`src/rtl/pc_seq_pkg.sv`:
```
// pc_seq_pkg: shared definitions for the PC sequencer.
//   stage_e        : stage encoding, also driven out on pc_sequencer.stage
//   nsel_e         : next-address source selected when entering UPDATE
//   DEFAULT_*      : default reset address and sequential increment
//   pick_nsel()    : priority encoder ret > call > jump > taken branch > seq
package pc_seq_pkg;

    typedef enum logic [2:0] {
        FETCH   = 3'd0,
        DECODE  = 3'd1,
        EXECUTE = 3'd2,
        MEM     = 3'd3,
        WB      = 3'd4,
        UPDATE  = 3'd5
    } stage_e;

    typedef enum logic [2:0] {
        SEQ  = 3'd0,
        BR   = 3'd1,
        JMP  = 3'd2,
        CALL = 3'd3,
        RET  = 3'd4
    } nsel_e;

    localparam logic [31:0] DEFAULT_RESET_PC = 32'h0000_0000;
    localparam logic [31:0] DEFAULT_PC_INCR  = 32'd4;

    function automatic nsel_e pick_nsel(input logic ret, input logic call,
                                        input logic jump, input logic branch,
                                        input logic taken);
        nsel_e sel;
        sel = SEQ;
        if (ret)                  sel = RET;
        else if (call)            sel = CALL;
        else if (jump)            sel = JMP;
        else if (branch && taken) sel = BR;
        return sel;
    endfunction

endpackage

```
`src/rtl/pc_sequencer_ras.sv`:
```
// pc_ras: circular return-address stack.
//   clk, rst_n : clock, asynchronous active-low reset (empties the stack)
//   push       : write push_data as the new most-recent entry
//   pop        : discard the most-recent entry (ignored when empty)
//   push_data  : value to push
//   top        : most-recent entry (valid when !empty)
//   empty/full : occupancy flags
// A push when full overwrites the oldest entry and count stays at DEPTH.
// If push and pop arrive together, push wins (the sequencer never does this).
module pc_ras
    import pc_seq_pkg::*;
#(
    parameter int DEPTH = 4,
    parameter int W     = 32
) (
    input  logic         clk,
    input  logic         rst_n,
    input  logic         push,
    input  logic         pop,
    input  logic [W-1:0] push_data,
    output logic [W-1:0] top,
    output logic         empty,
    output logic         full
);

    localparam int PW = $clog2(DEPTH);
    localparam logic [PW-1:0] ONE     = 1;
    localparam logic [PW:0]   DEPTH_C = (PW+1)'(DEPTH);
    localparam logic [PW:0]   CNT_ONE = 1;

    logic [W-1:0]  mem [DEPTH];
    logic [PW-1:0] ptr;    // next slot to write; ptr-1 is the top
    logic [PW:0]   count;

    assign top   = mem[ptr - ONE];
    assign empty = (count == '0);
    assign full  = (count == DEPTH_C);

    always_ff @(posedge clk or negedge rst_n) begin
        if (!rst_n) begin
            ptr   <= '0;
            count <= '0;
            for (int i = 0; i < DEPTH; i++) begin
                mem[i] <= '0;
            end
        end else if (push) begin
            mem[ptr] <= push_data;
            ptr      <= ptr + ONE;
            if (!full) begin
                count <= count + CNT_ONE;
            end
        end else if (pop && !empty) begin
            ptr   <= ptr - ONE;
            count <= count - CNT_ONE;
        end
    end

endmodule

```
`src/rtl/pc_sequencer.sv`:
```
// pc_sequencer: multi-cycle instruction sequencer driving the PC register.
//   clk, rst_n     : clock, asynchronous active-low reset
//   pc_in          : current PC from the PC register (latched in DECODE)
//   is_branch/is_jump/is_call/is_ret/has_mem/has_wb, imm_offset,
//   jump_target    : decode fields, latched on the DECODE -> EXECUTE edge
//   branch_taken   : ALU compare, latched on the edge leaving EXECUTE
//   mem_ready      : data memory done; MEM is left on an edge where it is 1
//   next_pc        : registered address for the PC register
//   disablepc      : registered hold, 0 only while in UPDATE
//   stage          : current stage (stage_e encoding)
//   ras_underflow  : sticky, set by a return with an empty RAS
module pc_sequencer
    import pc_seq_pkg::*;
#(
    parameter logic [31:0] RESET_PC  = DEFAULT_RESET_PC,
    parameter logic [31:0] PC_INCR   = DEFAULT_PC_INCR,
    parameter int          RAS_DEPTH = 4
) (
    input  logic        clk,
    input  logic        rst_n,
    input  logic [31:0] pc_in,
    input  logic        is_branch,
    input  logic        is_jump,
    input  logic        is_call,
    input  logic        is_ret,
    input  logic        has_mem,
    input  logic        has_wb,
    input  logic [31:0] imm_offset,
    input  logic [31:0] jump_target,
    input  logic        branch_taken,
    input  logic        mem_ready,
    output logic [31:0] next_pc,
    output logic        disablepc,
    output logic [2:0]  stage,
    output logic        ras_underflow
);

    stage_e state_q, state_d;

    // Latched decode fields
    logic [31:0] pc_q, imm_q, tgt_q;
    logic        br_q, jmp_q, call_q, ret_q, mem_q, wb_q, taken_q;

    logic        entering_update;
    logic        taken_eff;
    nsel_e       nsel;
    logic [31:0] pc_seq;
    logic [31:0] npc_d;
    logic        ras_push, ras_pop, set_uf;
    logic [31:0] ras_top;
    logic        ras_empty, ras_full;

    pc_ras #(.DEPTH(RAS_DEPTH), .W(32)) u_ras (
        .clk       (clk),
        .rst_n     (rst_n),
        .push      (ras_push),
        .pop       (ras_pop),
        .push_data (pc_seq),
        .top       (ras_top),
        .empty     (ras_empty),
        .full      (ras_full)
    );

    // Next-stage logic. mem_ready is a level "done" indication: MEM is left
    // on the first rising edge where it is sampled high.
    always_comb begin
        state_d = state_q;
        case (state_q)
            FETCH:   state_d = DECODE;
            DECODE:  state_d = EXECUTE;
            EXECUTE: state_d = mem_q ? MEM : (wb_q ? WB : UPDATE);
            MEM:     if (mem_ready) state_d = wb_q ? WB : UPDATE;
            WB:      state_d = UPDATE;
            UPDATE:  state_d = FETCH;
            default: state_d = UPDATE;
        endcase
    end

    assign entering_update = (state_d == UPDATE) && (state_q != UPDATE);

    // When EXECUTE goes straight to UPDATE, the compare result is being
    // latched on the same edge, so use the live input in that case.
    assign taken_eff = (state_q == EXECUTE) ? branch_taken : taken_q;
    assign nsel      = pick_nsel(ret_q, call_q, jmp_q, br_q, taken_eff);
    assign pc_seq    = pc_q + PC_INCR;

    always_comb begin
        npc_d    = pc_seq;
        ras_push = 1'b0;
        ras_pop  = 1'b0;
        set_uf   = 1'b0;
        case (nsel)
            RET: begin
                if (!ras_empty) begin
                    npc_d   = ras_top;
                    ras_pop = entering_update;
                end else begin
                    set_uf = 1'b1;
                end
            end
            CALL: begin
                npc_d    = tgt_q;
                ras_push = entering_update;
            end
            JMP:     npc_d = tgt_q;
            BR:      npc_d = pc_q + imm_q;
            default: npc_d = pc_seq;
        endcase
    end

    always_ff @(posedge clk or negedge rst_n) begin
        if (!rst_n) begin
            state_q       <= UPDATE;
            next_pc       <= RESET_PC;
            disablepc     <= 1'b0;
            ras_underflow <= 1'b0;
            pc_q          <= '0;
            imm_q         <= '0;
            tgt_q         <= '0;
            br_q          <= 1'b0;
            jmp_q         <= 1'b0;
            call_q        <= 1'b0;
            ret_q         <= 1'b0;
            mem_q         <= 1'b0;
            wb_q          <= 1'b0;
            taken_q       <= 1'b0;
        end else begin
            state_q   <= state_d;
            disablepc <= (state_d != UPDATE);
            if (state_q == DECODE) begin
                pc_q   <= pc_in;
                imm_q  <= imm_offset;
                tgt_q  <= jump_target;
                br_q   <= is_branch;
                jmp_q  <= is_jump;
                call_q <= is_call;
                ret_q  <= is_ret;
                mem_q  <= has_mem;
                wb_q   <= has_wb;
            end
            if (state_q == EXECUTE) begin
                taken_q <= branch_taken;
            end
            if (entering_update) begin
                next_pc <= npc_d;
                if (set_uf) begin
                    ras_underflow <= 1'b1;
                end
            end
        end
    end

    assign stage = state_q;

endmodule
```
`config.mk`:
```
export PLATFORM = sky130hd
export DESIGN_NAME = pc_sequencer
export DESIGN_NICKNAME = d
export VERILOG_FILES = /design/src/rtl/pc_seq_pkg.sv /design/src/rtl/pc_sequencer_ras.sv /design/src/rtl/pc_sequencer.sv
export SDC_FILE = /design/constraint.sdc
export NUM_CORES = 1
export LEC_CHECK = 0
export ABC_CLOCK_PERIOD_IN_PS = 5850
export BUFFER_PORTS_ARGS = -buffer_cell sky130_fd_sc_hd__buf_4
export CAP_MARGIN = 10
export CELL_PAD_IN_SITES_DETAIL_PLACEMENT = 2
export CELL_PAD_IN_SITES_GLOBAL_PLACEMENT = 2
export CORE_ASPECT_RATIO = 0.7
export CORE_MARGIN = 1
export CORE_UTILIZATION = 44
export DETAILED_ROUTE_END_ITERATION = 10
export PLACE_DENSITY = 0.92
export SYNTH_ARGS = -nofsm -noshare
export SYNTH_HDL_FRONTEND = slang
export SYNTH_HIERARCHICAL = 1
export SYNTH_SLANG_ARGS = --single-unit
```
`constraint.sdc`:
```
create_clock -name clk -period 5.85 [get_ports clk]
set_input_delay 0.585 -clock clk [delete_from_list [all_inputs] [get_ports clk]]
set_output_delay 0.585 -clock clk [all_outputs]
set_load 0.1 [all_outputs]
```
==> results of run 1 <==
-- through the flow --
stage / util, % / std cells
4_1_cts: 52.1 / 1695
3_5_place_dp: 49.1 / 1642
5_1_grt: 52.1 / 1695
3_3_place_gp: 49.1 / 1642
6_report: 52.1 / 1695
2_1_floorplan: - / 1129
-- registers in the layout, summed over array words and instances (netlist names) --
register       count
jmp_q              1
mem_q              1
disablepc          1
pc_q              32
ras_underflow      1
tgt_q             32
ret_q              1
call_q             1
br_q               1
wb_q               1
stage              3
imm_q             32
u_ras/ptr          2
next_pc           32
u_ras/count        3
u_ras/mem        128
taken_q            1
-- path summary, 6_finish.rpt --
path                            slack [ns]                       from  depth (start not counted)                    endpoint
min in group clk                      0.24                  pc_in[26]                          3        pc_q[26]$_DFFE_PN0P_
max in group asynchronous             4.39                      rst_n                          2       imm_q[30]$_DFFE_PN0P_
worst max-delay path                  1.63         stage[0]$_DFF_PN1_                         12  u_ras/mem[119]$_DFFE_PN0P_
worst min register to register        0.50  u_ras/mem[93]$_DFFE_PN0P_                          1   u_ras/mem[93]$_DFFE_PN0P_
worst min-delay path                  0.10                      rst_n                          1      next_pc[1]$_DFFE_PN0N_
worst max register to register        1.63         stage[0]$_DFF_PN1_                         12  u_ras/mem[119]$_DFFE_PN0P_
-- metal layers --
layer / part of all wire, % / track usage [%] / vias to the layer above
met5: 0 / 0 / -
met4: 5.4 / 16.7 / 0
met3: 5.5 / 4.86 / 191
met2: 50 / 59.3 / 547
met1: 39 / 40.1 / 5710
li1: - / - / 4427
-- critical path: stages (launching register included) --
cell     delay [ns]
dfstp_2        0.63
nor3b_1        0.08
a21oi_1        0.12
nor3b_1        0.07
a21oi_1        0.23
and2_1         0.23
buf_4          0.50
inv_1          0.17
nor3b_1        0.29
buf_4          0.26
nand2_1        0.69
buf_4          0.50
mux2_2         0.31
-- Yosys cell counts, types with 8 or more instances --
| cell | instances | area share, % |
|---|---|---|
| dfrtp_1 | 271 | 48 |
| mux2_2 | 229 | 18 |
| nand2_1 | 70 | 1.9 |
| nor2_1 | 55 | 1.5 |
| o21ai_0 | 44 | 1.6 |
| a21oi_1 | 43 | 1.5 |
| ha_1 | 36 | 3.2 |
| mux4_2 | 32 | 5.1 |
| xnor2_1 | 32 | 2.0 |
| clkbuf_1 | 26 | 0.70 |
| xor2_1 | 23 | 1.4 |
| inv_1 | 21 | 0.56 |
| a222oi_1 | 20 | 1.4 |
| buf_2 | 20 | 0.71 |
| nand3_1 | 19 | 0.68 |
| a31oi_1 | 15 | 0.67 |
| nand4_1 | 15 | 0.67 |
| a21o_1 | 14 | 0.75 |
| nor3_1 | 14 | 0.50 |
| a221oi_1 | 9 | 0.56 |
| o21a_1 | 8 | 0.43 |
-- final cells by class --
cell class	count	area, µm²	share of cell area, %
inverters	21	78.8	0.484
multi-input cells	770	6730	41.3
well taps	420	526	3.23
flip-flops and latches	273	6840	42.0
clock inverters	9	47.5	0.292
clock buffers	44	872	5.35
repair buffers	158	1210	7.40
-- cells by family (layout without fill, tap and decap cells) --
family	count (synthesis)	in the layout	share of synthesized area, %
simple gates	209	209	7.05
flops	273	273	48.7
fa+ha+maj	38	38	3.50
xor+xnor	55	55	3.43
buf+inv	86	232	3.49
compound gates	202	202	9.94
mux	266	266	23.9
==> results_dict.tcl, run 1 <==
set metrics [dict create \
    outcome "complete, no violations" \
    ys_ff_latch 273 \
    hold_viol_final 0 \
    netlist_area_um2 14000 \
    yosys_warnings 6 \
    via_per_inst 6.42 \
    dp_slack_ns 1.77 \
    root_buffer "clkbuf_16" \
    boundaryPins 143 \
    yosysUniqueCellTypes 68 \
    synthCells 1129 \
    layout_commonest_cell "dfrtp_1" \
    synth_seq_area_share_pct 48.7 \
    dr.pass1.iters 6 \
    maxSlewViolCount 0 \
    cts_buffers 29 \
    cts.sinks 273 \
    holdWs_ns 0.103 \
    fp.coreArea_um2 31300 \
    wire_per_inst_um 31.9 \
    fin_crit_ns 4.22 \
    min_path_type "in2async" \
    antenna_found_initial 0 \
    start_kind "flop" \
    grt_pass1_wl_um 80700 \
    fin_area_um2 16300 \
    endpoint_kind "flop" \
    groute.usage.overall_pct 33.4 \
    die_y_um 151 \
    chipWidth_um 215 \
    die-area_um2 32600 \
    gr-total-overflow 0 \
    cts_tree "yes" \
    synth-edff-count 0 \
    rsz0062_at_grt "false" \
    worstPathArrival_ns 4.67 \
    clk_pin_slew_ns 0.06 \
    fmax_ghz 0.237 \
    routed_wl_um 54000 \
    crit_required_ns 6.30 \
    tightestPinTransition_ns 1.32 \
    relSlewSlack_pct 11.4 \
    area_growth_pct 16.1 \
    drtIter0Drc 954 \
    placedInstanceArea_um2 15400 \
    critPathKind "reg2reg" \
    clockBufferDepth 3 \
    ctsResizeCount 0 \
    ctsHoldBuffers 0 \
    nets 1397 \
    setup_tns_ns 0 \
    drv_cap 0 \
    drcViolationCount 0 \
    grt_start_max_net_pins 139 \
    crit_fanout 41 \
    cts_setup_buffers 0 \
    layout_setup_ws_ns 1.63 \
    clock_latency_ns 0.58 \
    diodes 0 \
    async_flop_share_pct 100 \
    syn_nets 1273 \
    period_share_pct 72.2 \
    setup_viol 0 \
    cts-htree-levels 1 \
    finClkSkew_ns 0.0170 \
    ant_nets 0 \
    placementRows 54 \
    final_cell_mix "270 x dfrtp_1, 229 x mux2_2, 156 x buf_4" \
    io_buffers 142 \
    synth_area_per_cell_um2 12.4 \
    num-fill-cells 2990 \
    drive_gt1_share_pct 38.3 \
    place_congestion 0.846 \
    vias 10875 \
    initial_core_util_pct 44.8 \
    place.detailed.hpwl_um 34400 \
    first_global_vias 12279 \
    synth_top_flop_cell "dfrtp_1" \
]
Power of run 1 is not shown: default switching activity piles up to over one toggle a cycle in this logic, so the estimate is an artifact.
==> run 2, diff against run 1 <==
- ABC_CLOCK_PERIOD_IN_PS: 5850 -> 4400
- CORE_UTILIZATION: 44 -> 41
- PLACE_DENSITY: 0.92 -> 0.86
- clock period: 5.85 -> 4.4 ns (I/O delays scaled with it)
==> results_dict.tcl, run 2 (synthesized netlist as in run 1, its figures left out) <==
set metrics [dict create \
    drtIter0Drc 720 \
    rr_endpoint "next_pc[24]$_DFFE_PN0N_" \
    gr-total-overflow 0 \
    fp.coreArea_um2 33600 \
    place.detailed.hpwl_um 32300 \
    rsz0062_at_grt "false" \
    clock_latency_ns 0.58 \
    outcome "complete, no violations" \
    min_path_type "in2reg" \
    vias 10418 \
    period_share_pct 82.9 \
    largest_register_ffs 128 \
    fmax_ghz 0.274 \
    ff2ff_setup_slack_ns 0.75 \
    routed_wl_um 48900 \
    relSlewSlack_pct 29.0 \
    initial_core_util_pct 41.8 \
    path_cells "nor3b_2 > mux2i_1 > nor2b_1 > nand2b_1 > nand2_2 > a222oi_1 > inv_1 > a311oi_1 > nor2_1" \
    io_buffers 142 \
    critPathKind "reg2reg" \
    boundaryPins 143 \
    num-fill-cells 3231 \
    drv_cap 0 \
    die_y_um 157 \
    min_to "pc_q[26]$_DFFE_PN0P_" \
    chipWidth_um 223 \
    min_path_cells 3 \
    drcViolationCount 0 \
    cts.sinks 273 \
    wl_met2_um 24300 \
    finClkSkew_ns 0.0174 \
    crit_fanout 21 \
    ant_nets 0 \
    cts_setup_buffers 0 \
    place_congestion 0.848 \
    maxSlewViolCount 0 \
    wire_per_inst_um 28.5 \
    worst_r2r_path_depth 9 \
    via_per_inst 6.08 \
    cts_tree "yes" \
    die-area_um2 35000 \
    hp-start "pc_in[26]" \
    nets 1403 \
    setup_viol 0 \
    placementRows 56 \
    layout_commonest_cell "dfrtp_1" \
    cts_buffers 28 \
    crit_required_ns 4.85 \
    diodes 0 \
    first_global_vias 11978 \
    crit_slowest_cell "a222oi_1" \
    groute.usage.overall_pct 28.4 \
    r2r-start "stage[1]$_DFF_PN0_" \
    setup_tns_ns 0 \
    drive_gt1_share_pct 38.3 \
    slowest_delay_ns 0.60 \
    clk_pin_slew_ns 0.07 \
    cts-htree-levels 1 \
    endpoint_kind "flop" \
    worstPathArrival_ns 4.10 \
    antenna_found_initial 0 \
    hold_viol_final 0 \
    final_cell_mix "270 x dfrtp_1, 229 x mux2_2, 160 x buf_4" \
    dr.pass1.iters 10 \
    top_register "u_ras/mem" \
    highest_layer "met4" \
    start_kind "flop" \
    grt_pass1_wl_um 74700 \
    fin_crit_ns 3.65 \
    root_buffer "clkbuf_16" \
    grt_start_max_net_pins 104 \
    clockBufferDepth 3 \
    tightestPinTransition_ns 1.06 \
    area_growth_pct 16.5 \
    drt-met1-wl_um 20200 \
    wl_met3_um 2460 \
]
-- run 2: timing repair --
| action | CTS | global route |
|---|---|---|
| gates resized for setup | 0 | 0 |
| endpoints found under the hold margin | 98 | 0 |
| hold buffers | 1 | 0 |
-- run 2: how the worst max path moves through the flow --
| stage | slack [ns] | end | startpoint | cells after the start |
|---|---|---|---|---|
| finish | 0.75 | next_pc[24]$_DFFE_PN0N_ | stage[1]$_DFF_PN0_ | 9 |
| global route | 0.63 | next_pc[24]$_DFFE_PN0N_ | stage[1]$_DFF_PN0_ | 9 |
| CTS | 0.85 | next_pc[24]$_DFFE_PN0N_ | stage[1]$_DFF_PN0_ | 9 |
| detailed placement | 1.00 | next_pc[24]$_DFFE_PN0N_ | stage[0]$_DFF_PN1_ | 9 |
| global placement | 1.23 | next_pc[30]$_DFFE_PN0N_ | pc_q[0]$_DFFE_PN0P_ | 12 |
| floorplan | 0.43 | u_ras/count[1]$_DFFE_PN0P_ | stage[1]$_DFF_PN0_ | 16 |
-- run 2: per-layer routing --
metal  GRT usage [%]  vias to the layer above
li1                -                     4431
met3            4.06                      115
met5               0                        -
met1            35.4                     5479
met2            49.7                      393
met4            11.7                        0
-- run 2: stage by stage --
stage / worst slack (ns) / cell area, µm² / hold WS (ns) / util (%) / std cells
2_1_floorplan: 0.432 / 14000 / 0.144 / - / 1129
3_3_place_gp: 1.23 / 15500 / 0.470 / 46.0 / 1663
3_5_place_dp: 1.00 / 15500 / 0.468 / 46.0 / 1663
4_1_cts: 0.852 / 16300 / 0.0749 / 48.7 / 1713
5_1_grt: 0.628 / 16300 / 0.0873 / 48.7 / 1713
6_report: 0.752 / 16300 / 0.0946 / 48.7 / 1713
-- run 2: cell type report --
type,count,area [µm²],share of cell area (%)
clock buffers,36,762,4.66
multi-input cells,770,6720,41.1
inverters,21,78.8,0.482
well taps,435,544,3.33
flip-flops and latches,273,6840,41.8
repair buffers,165,1290,7.87
clock inverters,13,120,0.735
-- run 2: critical path, delay by kind of cell (launching register included) --
family	cells	cell delay, ns
compound gates	2	0.87
flops	1	0.49
simple gates	5	1.88
buf+inv	1	0.14
mux	1	0.15
Power of run 2 is left out for the same reason.
